[config.mk]
export PLATFORM = sky130hd
export DESIGN_NAME = uart_tx_fifo
export DESIGN_NICKNAME = d
export VERILOG_FILES = /design/src/rtl/uart_tx_fifo.sv
export SDC_FILE = /design/constraint.sdc
export NUM_CORES = 1
export LEC_CHECK = 0
export BUFFER_PORTS_ARGS = -buffer_cell sky130_fd_sc_hd__buf_2
export CORE_ASPECT_RATIO = 0.6
export CORE_MARGIN = 10
export CORE_UTILIZATION = 55
export CTS_BUF_LIST = sky130_fd_sc_hd__clkbuf_16
export CTS_CLUSTER_DIAMETER = 40
export CTS_CLUSTER_SIZE = 12
export DETAILED_ROUTE_END_ITERATION = 6
export GPL_TIMING_DRIVEN = 0
export PLACE_DENSITY = 0.73
export SLEW_MARGIN = 20
export SYNTH_ARGS = -nofsm -noshare
export SYNTH_HDL_FRONTEND = slang
export SYNTH_SLANG_ARGS = --single-unit
[constraint.sdc]
create_clock -name clk -period 2.8 [get_ports clk]
set_input_delay 0.56 -clock clk [delete_from_list [all_inputs] [get_ports clk]]
set_output_delay 0.56 -clock clk [all_outputs]
set_load 0.05 [all_outputs]
[src/rtl/uart_tx_fifo.sv]
// Buffered UART transmitter: a FIFO_DEPTH-word queue feeding a serialiser with
// configurable data width, parity, stop bits and a forced idle gap between frames.
module uart_tx_fifo #(
    parameter int DATA_W     = 8,
    parameter int FIFO_DEPTH = 8,
    parameter int BAUD_DIV   = 2604,
    parameter int STOP_BITS  = 1,
    parameter int PARITY_EN  = 0,
    parameter int PARITY_ODD = 0,
    parameter int GAP_CYC    = 0
) (
    input  logic                        clk,
    input  logic                        rst_n,
    input  logic                        wr_en,
    input  logic [DATA_W-1:0]           wr_data,
    input  logic                        clr_ovf,
    output logic                        TX,
    output logic                        busy,
    output logic                        tx_done,
    output logic                        full,
    output logic                        empty,
    output logic [$clog2(FIFO_DEPTH):0] count,
    output logic                        overflow
);
    localparam int PTR_W    = $clog2(FIFO_DEPTH);
    localparam int CNT_W    = PTR_W + 1;
    localparam int TMR_MAX  = (BAUD_DIV > GAP_CYC) ? BAUD_DIV : GAP_CYC;
    localparam int TMR_W    = (TMR_MAX > 1) ? $clog2(TMR_MAX) : 1;
    localparam int BIT_W    = 4;
    localparam int GAP_LAST = (GAP_CYC > 0) ? GAP_CYC - 1 : 0;

    typedef enum logic [2:0] {
        S_IDLE,
        S_START,
        S_DATA,
        S_PARITY,
        S_STOP,
        S_GAP
    } state_t;

    logic [DATA_W-1:0] mem [FIFO_DEPTH];
    logic [PTR_W-1:0]  wr_ptr, rd_ptr;
    logic              push, pop;

    state_t            state, state_d;
    logic [TMR_W-1:0]  tmr, tmr_d;
    logic [BIT_W-1:0]  bit_idx, bit_d;
    logic [DATA_W-1:0] shift, shift_d;
    logic              par_bit, par_d;
    logic              tx_d, done_d, load, baud_end;

    assign full  = (count == CNT_W'(FIFO_DEPTH));
    assign empty = (count == '0);
    // A full queue still accepts a write on the edge that pops its head.
    assign push  = wr_en && (!full || pop);
    assign pop   = load;
    assign busy  = (state != S_IDLE);

    // NOTE: the word storage carries no reset; only pointers and count define validity.
    always_ff @(posedge clk) begin
        if (push) begin
            mem[wr_ptr] <= wr_data;
        end
    end

    // NOTE: sequential state uses <= so every register sees pre-edge values.
    always_ff @(posedge clk or negedge rst_n) begin
        if (!rst_n) begin
            wr_ptr   <= '0;
            rd_ptr   <= '0;
            count    <= '0;
            overflow <= 1'b0;
        end else begin
            if (push) wr_ptr <= wr_ptr + PTR_W'(1);
            if (pop)  rd_ptr <= rd_ptr + PTR_W'(1);
            if (push && !pop) begin
                count <= count + CNT_W'(1);
            end else if (pop && !push) begin
                count <= count - CNT_W'(1);
            end
            // A fresh overflow outranks a clear in the same cycle.
            if (wr_en && full && !pop) begin
                overflow <= 1'b1;
            end else if (clr_ovf) begin
                overflow <= 1'b0;
            end
        end
    end

    always_comb begin
        // NOTE: every signal of this block is defaulted first so no path infers a latch.
        state_d  = state;
        tmr_d    = tmr + TMR_W'(1);
        bit_d    = bit_idx;
        shift_d  = shift;
        par_d    = par_bit;
        tx_d     = TX;
        done_d   = 1'b0;
        load     = 1'b0;
        baud_end = (tmr == TMR_W'(BAUD_DIV - 1));

        case (state)
            S_IDLE: begin
                tmr_d = '0;
                tx_d  = 1'b1;
                if (!empty) load = 1'b1;
            end
            S_START: begin
                if (baud_end) begin
                    tmr_d   = '0;
                    tx_d    = shift[0];
                    shift_d = shift >> 1;
                    bit_d   = '0;
                    state_d = S_DATA;
                end
            end
            S_DATA: begin
                if (baud_end) begin
                    tmr_d = '0;
                    if (bit_idx == BIT_W'(DATA_W - 1)) begin
                        bit_d = '0;
                        if (PARITY_EN != 0) begin
                            tx_d    = par_bit;
                            state_d = S_PARITY;
                        end else begin
                            tx_d    = 1'b1;
                            state_d = S_STOP;
                        end
                    end else begin
                        tx_d    = shift[0];
                        shift_d = shift >> 1;
                        bit_d   = bit_idx + BIT_W'(1);
                    end
                end
            end
            S_PARITY: begin
                if (baud_end) begin
                    tmr_d   = '0;
                    tx_d    = 1'b1;
                    state_d = S_STOP;
                end
            end
            S_STOP: begin
                if (baud_end) begin
                    tmr_d = '0;
                    if (bit_idx == BIT_W'(STOP_BITS - 1)) begin
                        done_d = 1'b1;
                        if (GAP_CYC > 0) begin
                            state_d = S_GAP;
                        end else if (!empty) begin
                            load = 1'b1;
                        end else begin
                            state_d = S_IDLE;
                        end
                    end else begin
                        bit_d = bit_idx + BIT_W'(1);
                    end
                end
            end
            S_GAP: begin
                if (tmr == TMR_W'(GAP_LAST)) begin
                    tmr_d = '0;
                    if (!empty) begin
                        load = 1'b1;
                    end else begin
                        state_d = S_IDLE;
                    end
                end
            end
            default: begin
                tx_d    = 1'b1;
                state_d = S_IDLE;
            end
        endcase

        // Popping the head always launches a start bit on the same edge.
        if (load) begin
            shift_d = mem[rd_ptr];
            par_d   = (^mem[rd_ptr]) ^ (PARITY_ODD != 0);
            tx_d    = 1'b0;
            tmr_d   = '0;
            bit_d   = '0;
            state_d = S_START;
        end
    end

    always_ff @(posedge clk or negedge rst_n) begin
        if (!rst_n) begin
            state   <= S_IDLE;
            tmr     <= '0;
            bit_idx <= '0;
            shift   <= '0;
            par_bit <= 1'b0;
            TX      <= 1'b1;
            tx_done <= 1'b0;
        end else begin
            state   <= state_d;
            tmr     <= tmr_d;
            bit_idx <= bit_d;
            shift   <= shift_d;
            par_bit <= par_d;
            TX      <= tx_d;
            tx_done <= done_d;
        end
    end

endmodule
# Yosys cells after proc, flatten, opt, wreduce, memory -nomap -nowiden
# Memories as Yosys holds them, arrays and structs flattened.
# Index checks and enable logic that the tools add are counted.
# W data, S select, Z words.
[op_classes]
n_addsub = 6
n_eq_ne = 19
muxes = 46
n_reduce_logical = 24
[op_table]
columns = ["op", "n"]
rows = [
  ["$mux W12", 3],
  ["$pmux W12 S3", 1],
  ["$mux W4", 8],
  ["$mux W8", 4],
  ["$mux W3", 9],
  ["$ne A3 B3 Y1 const B", 9],
  ["$pmux W3 S6", 1],
  ["$mux W1", 16],
  ["$pmux W8 S2", 1],
  ["$add A12 B1 Y12 const B", 1],
  ["$eq A12 B12 Y1 const B", 1],
  ["$logic_not A12 Y1", 1],
  ["$pmux W4 S3", 1],
  ["$add A4 B1 Y4 const B", 2],
  ["$logic_not A4 Y1", 2],
  ["$reduce_and A4 Y1", 2],
  ["$reduce_and A8 Y1", 1],
  ["$add A3 B1 Y3 const B", 2],
  ["$eq A3 B2 Y1 const B", 2],
  ["$eq A3 B3 Y1 const B", 2],
  ["$reduce_bool A3 Y1", 2],
  ["$logic_and A1 B1 Y1", 5],
  ["$reduce_and A5 Y1", 1],
  ["$eq A4 B3 Y1 const B", 1],
  ["14 further kinds", 17],
]
[word_totals]
register_bits = 40
ramBits = 64
inputBits = 12
out_inout_bits = 10
memories = 1
[mem_list]
columns = ["memory", "depth", "word_bits", "rd", "rd_ports_with_merged_regs", "wr", "line_no", "source"]
rows = [
  ["mem", 8, 8, 1, 0, 1, "41", "logic [DATA_W-1:0] mem [FIFO_DEPTH];"],
]

# Longest topological paths before layout
# Gate-level depths: netlist (run 1).
[logic_depth]
ltp_word = 11
depth_mapped = 16

# Least setup slack after synthesis (run 1)
# Ideal clock, no wire load.
[synth_path]
path_type = "register -> register"
from = "register count[0]"
to = "register count[3]"
setup_time_ns = 0.146
arrival_ns = 4.328
required_time_ns = 2.654
setup_slack_ns = -1.674
path_stages_with_launch = 13
path_cell_list = "dfrtp_1 > nor4b_1 > nand3_1 > o21ai_1 > inv_1 > ha_1 > inv_1 > ha_1 > a21o_1 > a21oi_1 > xnor2_1 > nor2_1 > xor2_1"
[synth_between]
word_cells_on_any_way = 19
cone_classes = "add/sub: 2; eq/ne: 1; mux: 7; reduce/logical: 9"
[synth_rtl]
columns = ["element", "line_no", "source"]
rows = [
  ["start, declared", "22", "output logic [$clog2(FIFO_DEPTH):0] count,"],
  ["start signal, assigned", "77", "count <= count + CNT_W'(1);"],
  ["start signal, assigned", "79", "count <= count - CNT_W'(1);"],
  ["$eq A4 B4 Y1 *", "52", "assign full = (count == CNT_W'(FIFO_DEPTH));"],
  ["net full", "20", "output logic full,"],
  ["$logic_not A1 Y1 *", "55", "assign push = wr_en && (!full || pop);"],
  ["$logic_or A1 B1 Y1 *", "55", ""],
  ["$logic_and A1 B1 Y1 *", "55", ""],
  ["net push", "43", "logic push, pop;"],
  ["$logic_not A1 Y1", "78", "end else if (pop && !push) begin"],
  ["$logic_and A1 B1 Y1", "78", ""],
  ["$reduce_bool A2 Y1 (no line)", "-", ""],
]
# The timed path passes the listed nets; every way through them passes the cells marked *. The select of a mux whose other input is x is not followed.
# A chain may end at the register's enable or synchronous reset.

# Final worst setup path (run 1)
[layout_path]
from = "register tmr[2]"
to = "register count[3]"
[layout_between]
elab_chain_len = 8
word_cells_on_any_way = 13
cone_classes = "eq/ne: 1; mux: 4; reduce/logical: 8"
[layout_rtl]
columns = ["element", "line_no", "source"]
rows = [
  ["start, declared", "46", "logic [TMR_W-1:0] tmr, tmr_d;"],
  ["start signal, assigned", "198", "tmr <= tmr_d;"],
  ["$eq A12 B12 Y1 or $logic_not A12 Y1 (tied branches)", "100, 161", ""],
  ["$mux W1 (on tied branches)", "144, 161", ""],
  ["$pmux W1 S3 *", "102", "case (state)"],
  ["$logic_or A1 B1 Y1", "55", ""],
  ["$logic_and A1 B1 Y1", "55", ""],
  ["$logic_not A1 Y1", "78", ""],
  ["$logic_and A1 B1 Y1", "78", ""],
  ["$reduce_bool A2 Y1 (no line)", "-", ""],
]
# Every way passes the cells marked *; elsewhere a longest branch is shown, timed or not.

==> flow_metrics.py, run 1 <==
metrics = {
    "run_status": {
        "status": "complete, no violations",
    },
    "worst_hold_path": {
        "hold_class": "in2async",
    },
    "layout": {
        "antennaDiodeCount": 0,
        "post-route-cell-area_um2": 5620,
        "fin_util_pct": 66.2,
        "layout-drive-gt1-share_pct": 33.1,
        "multi_input_area_um2": 1880,
        "syn_to_final_growth_pct": 17.5,
        "final_nets": 389,
        "seqCellArea_um2": 2930,
        "nFillCells": 598,
    },
    "pwr": {
        "comb_power_share_pct": 18.4,
        "p_leak_nw": 2.03,
        "clkPwrFrac_pct": 31.3,
        "p_switching_mw": 1.17,
        "total_power_mw": 3.99,
        "irDropWorstVdd_mv": 0.673,
        "share_seq_of_total_power_pct": 50.2,
        "switching_share_pct": 29.3,
        "intPower_mw": 2.82,
        "powerDensity_nw_per_um2": 709,
    },
    "detailed_routing": {
        "drt-met1-wl_um": 4720,
        "drtAntennaViolNets": 0,
        "vias_per_cell": 5.90,
        "drc_errors": 0,
        "via_count": 2857,
        "drtIter0Drc": 187,
        "wl_met2_um": 4300,
        "top_layer": "met4",
        "routed_wirelength_um": 9680,
        "dr.pass1.iters": 5,
        "wl_per_cell_um": 20.0,
        "wl_met3_um": 555,
    },
    "sta": {
        "setup_ws_ps": 31.8,
        "fmax_ghz": 0.361,
        "finClkSkew_ps": 6.10,
        "rsz0062_at_grt": "yes",
        "finalSetupViolCount": 0,
        "fin_crit_sh_pct": 98.9,
        "worst_pin_slew_ps": 907,
        "period_minus_slack_ps": 2770,
        "slew_violations": 0,
        "max_slew_margin_pct": 39.5,
        "hold_violations": 0,
        "hold_ws_ps": 336,
    },
    "cts": {
        "hold_buffers": 0,
        "path_clk_slew_ps": 70,
        "h-tree-depth": 3,
        "cts_buffer_depth": 2,
        "cts_made_buffers": 9,
        "clock_latency_ps": 350,
        "clockRootBuffer": "clkbuf_16",
        "cts_tree": "built",
        "clock-sinks": 104,
    },
    "setup_path": {
        "critPathRequiredTime_ps": 3040,
        "slowest_delay_ps": 440,
        "slowest_stage": "dfrtp_2",
        "crit_arrival_ps": 3000,
        "endpoint_kind": "register",
        "crit_chain": "nor4_4 -> buf_4 -> nand4_1 -> a21oi_2 -> or2_1 -> buf_6 -> inv_4 -> ha_4 -> inv_4 -> ha_4 -> a21o_1 -> a21oi_2 -> xnor2_1 -> nor2_1 -> xor2_1",
        "startpoint_type": "register",
        "path_class": "reg2reg",
        "cp_max_fo": 4,
    },
    "grt": {
        "grt_pass1_wl_um": 15300,
        "grt_pass1_vias": 2827,
        "grt.overflow.total": 0,
        "antenna_found_initial": 0,
        "grt_max_degree": 41,
        "grtUsageTotal_pct": 15.2,
    },
    "synthesis": {
        "async_flop_share_pct": 38.5,
        "synth_ff_type": "edfxtp_1",
        "synth_commonest_cells": "edfxtp_1 (64), dfrtp_1 (39), mux2i_1 (24), nor2_1 (23), mux4_2 (16)",
        "synth_area_leader_cell": "edfxtp_1",
        "yosys_warnings": 0,
        "netlist_area_um2": 4780,
        "synth_edf_count": 64,
        "synth-seq-cells": 104,
        "synth.distinct_cells": 67,
        "synth_top_area_share_pct": 40.2,
        "avgSynthCellArea_um2": 15.0,
        "syn-num-nets": 341,
        "ys_top_cells_by_area": "edfxtp_1 (40%), dfrtp_1 (20%), mux4_2 (7.5%), mux2i_1 (5.0%), ha_1 (2.4%)",
        "ys_seq_area_share_pct": 61.1,
        "synth_most_common_cell": "edfxtp_1",
        "synth_cells": 319,
    },
    "die": {
        "num_io_pins": 22,
        "die_x_um": 140,
        "design.die.area_um2": 12900,
        "initial_core_util_pct": 56.3,
        "row_count": 26,
        "coreArea_um2": 8490,
        "fp.dieH_um": 92.2,
    },
    "placement": {
        "placed_cell_area_um2": 5140,
        "preCtsSetupSlack_ps": -298,
        "portBuffers": 21,
        "dp_hpwl_um": 6700,
        "place.gp.congestion": 0.870,
    },
    "run": {
        "maxCapViolCount": 0,
    },
}
## flip-flops by register name, indices dropped and copies added, names as in the netlist
name,flops
mem,64
tmr,12
shift,8
bit_idx,4
count,4
rd_ptr,3
state,3
wr_ptr,3
TX,1
overflow,1
tx_done,1
## worst max-delay path, delay by kind of cell, from the launching register on
| kind | cells | cell delay, ps |
|---|---|---|
| adders and majority gates | 2 | 340 |
| DFF | 1 | 440 |
| xor gates and xnor gates | 2 | 250 |
| and+or+nand+nor | 4 | 710 |
| AOI/OAI and AO/OA | 3 | 520 |
| buffers and inverters | 4 | 390 |
## kinds of logic after synthesis
group	share of synthesized area, %
AO/OA/AOI/OAI	5.02
XOR/XNOR	3.30
adder cells (fa/ha/maj)	2.77
buffers and inverters	2.67
flip-flops	61.1
multiplexers	13.7
AND/OR/NAND/NOR	11.4
## cell usage in the layout, fill, tap and decap left out, drive strengths merged, types with 10 or more instances in the layout
cell type | Yosys | final
edfxtp | 64 | 64
clkbuf | 3 | 12
mux4 | 16 | 16
xnor2 | 10 | 10
nor2 | 23 | 23
inv | 11 | 11
dfrtp | 39 | 39
buf | 9 | 46
nand3 | 10 | 10
mux2i | 24 | 24
## metal layers
metal	vias to the layer above	GRT usage, %
li1	1313	-
met1	1433	21.9
met2	97	21.5
met3	14	4.94
met4	0	3.85
met5	-	0
## layout make-up
cell class | instances | share of cell area (%)
Sequential cell | 104 | 52.2
Multi-Input combinational cell | 192 | 33.5
Tap cell | 112 | 2.49
Buffer | 12 | 1.54
Inverter | 11 | 0.869
Clock inverter | 7 | 1.29
Timing Repair Buffer | 37 | 4.08
Clock buffer | 9 | 4.01
## per-stage QoR
stage | cells | setup TNS [ps]
2_1_floorplan | 319 | -323
5_1_grt | 484 | -3040
3_5_place_dp | 454 | -6690
4_1_cts | 478 | 0
6_report | 484 | 0
3_3_place_gp | 452 | -30820
## power by group through the flow
stage / logic [mW] / registers [mW] / clock network (mW)
finish: 0.734 / 2.00 / 1.25
detailed placement: 0.736 / 2.03 / 0
CTS: 0.741 / 2.00 / 1.26
floorplan: 0.411 / 2.11 / 0
global route: 0.803 / 2.02 / 1.34
global placement: 0.690 / 2.02 / 0
## path summary, 6_finish.rpt
kind,from,endpoint,slack [ps],cells after the start
max in group asynchronous,rst_n,count[3],1840,1
worst max register to register,tmr[2],count[3],30,15
min in group clk,wr_data[3],mem[0][3],490,1
worst max-delay path,tmr[2],count[3],30,15
worst min-delay path,rst_n,tmr[10],340,1
worst min register to register,tmr[0],tmr[0],510,1
## repair_timing
| action | CTS | global route |
|---|---|---|
| resized for setup | 7 | 10 |
| hold endpoints to repair | 0 | 0 |
| cloned | 0 | 0 |
| pin swaps | 4 | 9 |
| setup buffers | 8 | 6 |
| endpoints found under the setup margin | 61 | 63 |
Note: power is estimated with default switching activity, not from simulation.
==> run 2, diff against run 1 <==
--- a/config.mk
+++ b/config.mk
@@ -7,14 +7,13 @@
 export LEC_CHECK = 0
 export BUFFER_PORTS_ARGS = -buffer_cell sky130_fd_sc_hd__buf_2
 export CORE_ASPECT_RATIO = 0.6
-export CORE_MARGIN = 10
-export CORE_UTILIZATION = 55
+export CORE_UTILIZATION = 50
 export CTS_BUF_LIST = sky130_fd_sc_hd__clkbuf_16
 export CTS_CLUSTER_DIAMETER = 40
 export CTS_CLUSTER_SIZE = 12
 export DETAILED_ROUTE_END_ITERATION = 6
 export GPL_TIMING_DRIVEN = 0
-export PLACE_DENSITY = 0.73
+export PLACE_DENSITY = 0.65
 export SLEW_MARGIN = 20
 export SYNTH_ARGS = -nofsm -noshare
 export SYNTH_HDL_FRONTEND = slang
==> constraint.sdc (replaced) <==
create_clock -name clk -period 3.3 [get_ports clk]
set_input_delay 0.66 -clock clk [delete_from_list [all_inputs] [get_ports clk]]
set_output_delay 0.66 -clock clk [all_outputs]
set_load 0.05 [all_outputs]
==> run 2 against run 1 <==
Cell area down 2.5%. Die area down 23%. Clock skew grew 1.2 ps. First-iteration DRC count shrank 9.1%. Highest routed layer unchanged.
==> flow_metrics.py, run 2 (synthesis results as in run 1) <==
metrics = {
    "run_status": {
        "status": "complete, no violations",
    },
    "cts": {
        "clock-sinks": 104,
        "clock_latency_ps": 350,
        "clockRootBuffer": "clkbuf_16",
        "cts_made_buffers": 9,
        "h-tree-depth": 3,
        "cts_buffer_depth": 2,
        "path_clk_slew_ps": 70,
        "hold_buffers": 0,
        "cts_tree": "built",
    },
    "placement": {
        "place.gp.congestion": 0.826,
        "portBuffers": 21,
        "dp_hpwl_um": 6770,
        "dp.cells": 475,
    },
    "detailed_routing": {
        "drtIter0Drc": 170,
        "via_count": 2766,
        "routed_wirelength_um": 9530,
        "drtAntennaViolNets": 0,
        "dr.pass1.iters": 4,
        "vias_per_cell": 5.61,
        "drc_errors": 0,
        "wl_per_cell_um": 19.3,
    },
    "grt": {
        "grtUsageTotal_pct": 21.4,
        "antenna_found_initial": 0,
        "grt_pass1_vias": 2718,
        "grt.overflow.total": 0,
        "grt_max_degree": 41,
        "grt_pass1_wl_um": 15500,
    },
    "setup_path": {
        "startpoint_type": "register",
        "path_depth": 15,
        "endpoint_kind": "register",
        "cp_top_family": "simple AND/OR/NAND/NOR gates",
        "critPathRequiredTime_ps": 3530,
        "path_class": "reg2reg",
        "crit_buf_inv": 3,
        "crit_chain": "ha_4 -> and4_1 -> nand4_4 -> nor3_4 -> buf_4 -> o21ai_1 -> inv_1 -> ha_1 -> inv_1 -> ha_1 -> a21o_1 -> a21oi_1 -> xnor2_1 -> nor2_1 -> xor2_1",
        "crit_arrival_ps": 3370,
        "slowest_delay_ps": 450,
        "slowest_stage": "dfrtp_1",
        "cp_max_fo": 7,
        "reg2reg_depth": 15,
    },
    "layout": {
        "antennaDiodeCount": 0,
        "final_cell_mix": "edfxtp_1 (64), dfrtp_1 (37), buf_2 (24), mux2i_1 (24), nor2_1 (23)",
        "fin_util_pct": 59.4,
        "final_common_cell": "edfxtp_1",
        "final_cells": 493,
        "nFillCells": 716,
        "layout-drive-gt1-share_pct": 27.3,
        "regMostFlops": "mem",
        "syn_to_final_growth_pct": 14.5,
        "final_nets": 380,
        "largest_register_ffs": 64,
        "top_regs": "mem (64), tmr (12), shift (8)",
    },
    "pwr": {
        "comb_power_share_pct": 18.2,
        "irDropWorstVdd_mv": 0.643,
        "clkPwrFrac_pct": 31.5,
        "intPower_mw": 2.38,
        "p_switching_mw": 0.987,
        "share_seq_of_total_power_pct": 50.3,
        "powerDensity_nw_per_um2": 614,
        "p_leak_nw": 1.96,
        "switching_share_pct": 29.3,
    },
    "run": {
        "maxCapViolCount": 0,
    },
    "sta": {
        "finalSetupViolCount": 0,
        "worst_pin_slew_ps": 996,
        "hold_violations": 0,
        "finClkSkew_ps": 7.25,
        "fmax_ghz": 0.319,
        "max_slew_margin_pct": 33.4,
        "fin_crit_sh_pct": 95.1,
        "slew_violations": 0,
        "period_minus_slack_ps": 3140,
    },
    "die": {
        "coreArea_um2": 9220,
        "row_count": 27,
        "initial_core_util_pct": 51.9,
        "design.die.area_um2": 9970,
        "die_x_um": 128,
        "num_io_pins": 22,
        "fp.dieH_um": 77.8,
    },
    "worst_hold_path": {
        "hold_class": "in2async",
    },
}
## run 2: metal layers
layer | GRT usage, % | share of wire, % | vias up
met5 | 0 | 0 | -
met4 | 4.24 | 0.72 | 0
met3 | 6.28 | 7.7 | 9
met2 | 28.8 | 41 | 91
met1 | 34.0 | 50 | 1380
li1 | - | - | 1286
## run 2: path summary, 6_finish.rpt
kind	startpoint	end	slack (ps)
setup / recovery	tmr[0]	count[3]	160
hold / removal	rst_n	bit_idx[0]	450
setup reg to reg	tmr[0]	count[3]	160
hold reg to reg	overflow	overflow	520
max in group asynchronous	rst_n	count[2]	2210
min in group clk	overflow	overflow	520
## run 2: cell type report
class / count / area, µm² / share of cell area [%]
buffer: 12 / 86.3 / 1.58
clock inverter: 7 / 72.6 / 1.33
clock buffer: 9 / 225 / 4.11
inverter: 11 / 41.3 / 0.754
multi-input combinational: 192 / 1800 / 32.9
sequential: 104 / 2930 / 53.4
tap: 130 / 163 / 2.97
timing repair buffer: 28 / 158 / 2.88
## run 2: power by group through the flow
stage,registers (mW),logic [mW],clock network (mW)
floorplan,1.79,0.329,0
global placement,1.71,0.569,0
detailed placement,1.72,0.617,0
CTS,1.69,0.621,1.08
global route,1.71,0.661,1.13
finish,1.69,0.613,1.06
## run 2: worst register-to-register path, stage by stage, from the launching register on
cell,delay (ps)
dfrtp_1,450
ha_4,210
and4_1,270
nand4_4,210
nor3_4,280
buf_4,170
o21ai_1,120
inv_1,80
ha_1,180
inv_1,90
ha_1,270
a21o_1,170
a21oi_1,170
xnor2_1,130
nor2_1,60
xor2_1,140
## run 2: timing repair
| item | 4_1_cts | 5_1_grt |
|---|---|---|
| pin swaps | 1 | 2 |
| hold endpoints to repair | 0 | 0 |
| gates resized for setup | 1 | 2 |
| setup endpoints to repair | 1 | 1 |
| setup buffers | 0 | 2 |
## run 2: metrics by stage
step                      TNS, ps  worst slack, ps  area (µm²)  total power [mW]  hold slack, ps
after floorplan                 0             6.87        4810              2.12             364
after global placement     -11300             -523        5080              2.27             492
after detailed placement        0             8.39        5150              2.34             497
after CTS                       0             22.9        5450              3.39             479
after global routing        -16.4            -16.4        5480              3.51             537
final                           0              162        5480              3.36             454
==> run 3, diff against run 2 <==
--- a/config.mk
+++ b/config.mk
@@ -14,7 +14,7 @@
 export DETAILED_ROUTE_END_ITERATION = 6
 export GPL_TIMING_DRIVEN = 0
 export PLACE_DENSITY = 0.65
-export SLEW_MARGIN = 20
+export SETUP_SLACK_MARGIN = 0.4
 export SYNTH_ARGS = -nofsm -noshare
 export SYNTH_HDL_FRONTEND = slang
 export SYNTH_SLANG_ARGS = --single-unit
==> run 3 against run 2 <==
Power down 2.2%. Largest cell class unchanged. Setup slack better by 280 ps. Clock power shrank 9%. Sequential share of layout area decreased by 0.61 points. Largest power group unchanged. Worst hold slack improved by 12 ps. Critical endpoint is now mem[0][6].
==> flow_metrics.py, run 3 (synthesis results as in run 1) <==
metrics = {
    "die": {
        "coreArea_um2": 9220,
        "initial_core_util_pct": 51.9,
        "fp.dieH_um": 77.8,
        "design.die.area_um2": 9970,
        "die_x_um": 128,
        "row_count": 27,
        "num_io_pins": 22,
    },
    "cts": {
        "clock-sinks": 104,
        "cts_tree": "built",
        "path_clk_slew_ps": 70,
        "h-tree-depth": 3,
        "cts_made_buffers": 9,
        "clockRootBuffer": "clkbuf_16",
        "clock_latency_ps": 340,
        "cts_buffer_depth": 2,
    },
    "layout": {
        "regMostFlops": "mem",
        "fin_util_pct": 60.2,
        "layout-drive-gt1-share_pct": 31.4,
        "largest_register_ffs": 64,
        "final_common_cell": "edfxtp_1",
        "syn_to_final_growth_pct": 16.1,
        "top_regs": "mem (64), tmr (12), shift (8)",
        "nFillCells": 730,
        "final_nets": 384,
        "antennaDiodeCount": 0,
        "final_cells": 496,
        "final_cell_mix": "edfxtp_1 (64), dfrtp_1 (32), buf_2 (24), mux2i_1 (24), nor2_1 (23)",
    },
    "setup_path": {
        "crit_arrival_ps": 2910,
        "slowest_stage": "nor4_2",
        "crit_chain": "nor4_4 -> buf_4 -> nand4_4 -> nor3_4 -> buf_4 -> buf_4 -> buf_4 -> nor2_1 -> nor4_2 -> buf_4",
        "slowest_delay_ps": 510,
        "cpMostUsedCell": "buf_4",
        "reg2reg_to": "mem[0][6]",
        "path_class": "reg2reg",
        "startpoint_type": "register",
        "ff2ff_setup_slack_ps": 440,
        "cp_max_fo": 5,
        "reg2reg_depth": 10,
        "r2r_start": "tmr[2]",
        "critPathRequiredTime_ps": 3350,
        "endpoint_kind": "register",
    },
    "pwr": {
        "irDropWorstVdd_mv": 0.610,
        "p_leak_nw": 1.98,
        "total_power_mw": 3.29,
        "powerDensity_nw_per_um2": 593,
    },
    "detailed_routing": {
        "routed_wirelength_um": 9470,
        "dr.pass1.iters": 4,
        "drc_errors": 0,
        "drtIter0Drc": 213,
        "drtAntennaViolNets": 0,
        "vias_per_cell": 5.49,
        "wl_per_cell_um": 19.1,
        "via_count": 2725,
    },
    "sta": {
        "finalSetupViolCount": 0,
        "max_slew_margin_pct": 37.0,
        "fin_crit_sh_pct": 86.7,
        "hold_violations": 0,
        "finClkSkew_ps": 9.28,
        "worst_pin_slew_ps": 944,
        "setup_ws_ps": 440,
        "rsz0062_at_grt": "yes",
        "slew_violations": 0,
        "fmax_ghz": 0.350,
        "hold_ws_ps": 466,
        "period_minus_slack_ps": 2860,
    },
    "worst_hold_path": {
        "hold_class": "in2async",
    },
    "grt": {
        "grt_pass1_vias": 2696,
        "antenna_found_initial": 0,
        "grt_max_degree": 41,
        "grt_pass1_wl_um": 15600,
        "grtUsageTotal_pct": 21.6,
        "grt.overflow.total": 0,
    },
    "placement": {
        "dp_hpwl_um": 6610,
        "dp.cells": 472,
        "preCtsSetupSlack_ps": 92.4,
        "place.gp.congestion": 0.810,
        "portBuffers": 21,
    },
    "run": {
        "maxCapViolCount": 0,
    },
    "run_status": {
        "status": "complete, no violations",
    },
}
-- run 3: changes by cell type in the layout (fill, tap and decap cells not counted), sizes merged --
cell,change
inv,+2
bufinv,-1
buf,+4
clkinv,-2
-- run 3: timing repair --
action / CTS / global route
resized for setup: 7 / 6
endpoints found under the setup margin: 56 / 17
setup buffers: 5 / 4
hold buffers: 0 / 0
pin swaps: 3 / 4
-- run 3: worst max path at each step --
stage,startpoint,to,depth (start not counted)
final,tmr[2],mem[0][6],10
after floorplan,count[2],count[3],12
after CTS,tmr[1],count[3],15
after detailed placement,bit_idx[0],count[3],16
after global routing,tmr[2],mem[0][5],10
after global placement,bit_idx[0],mem[0][6],7
-- run 3: report_power, final --
part / internal [mW] / switching, mW
Combinational: 0.227 / 0.406
Clock: 0.505 / 0.457
Sequential: 1.57 / 0.125
Total: 2.30 / 0.988
-- run 3: final cells by class --
| class | instances | area [µm²] | share of cell area (%) |
|---|---|---|---|
| Clock inverter | 6 | 37.5 | 0.676 |
| Timing Repair Buffer | 32 | 188 | 3.38 |
| Inverter | 11 | 43.8 | 0.789 |
| Buffer | 12 | 86.3 | 1.56 |
| Sequential cell | 104 | 2930 | 52.8 |
| Clock buffer | 9 | 225 | 4.06 |
| Tap cell | 130 | 163 | 2.93 |
| Multi-Input combinational cell | 192 | 1880 | 33.8 |
-- run 3: per-stage QoR --
stage | setup TNS (ps) | area [µm²]
finish | 0 | 5550
global route | 0 | 5550
CTS | 0 | 5490
detailed placement | 0 | 5160
global placement | -13580 | 5110
floorplan | 0 | 4850
-- run 3: routing by layer --
metal	global-route usage, %	wire (µm)
met5	0	0
met4	5.65	65
met1	36.3	5190
met2	27.0	3770
met3	5.10	446
-- run 3: worst max-delay path: cells and delay by family (launching register included) --
kind / cells / cell delay (ps)
buf+inv: 5 / 800
flops: 1 / 460
simple gates: 5 / 1290
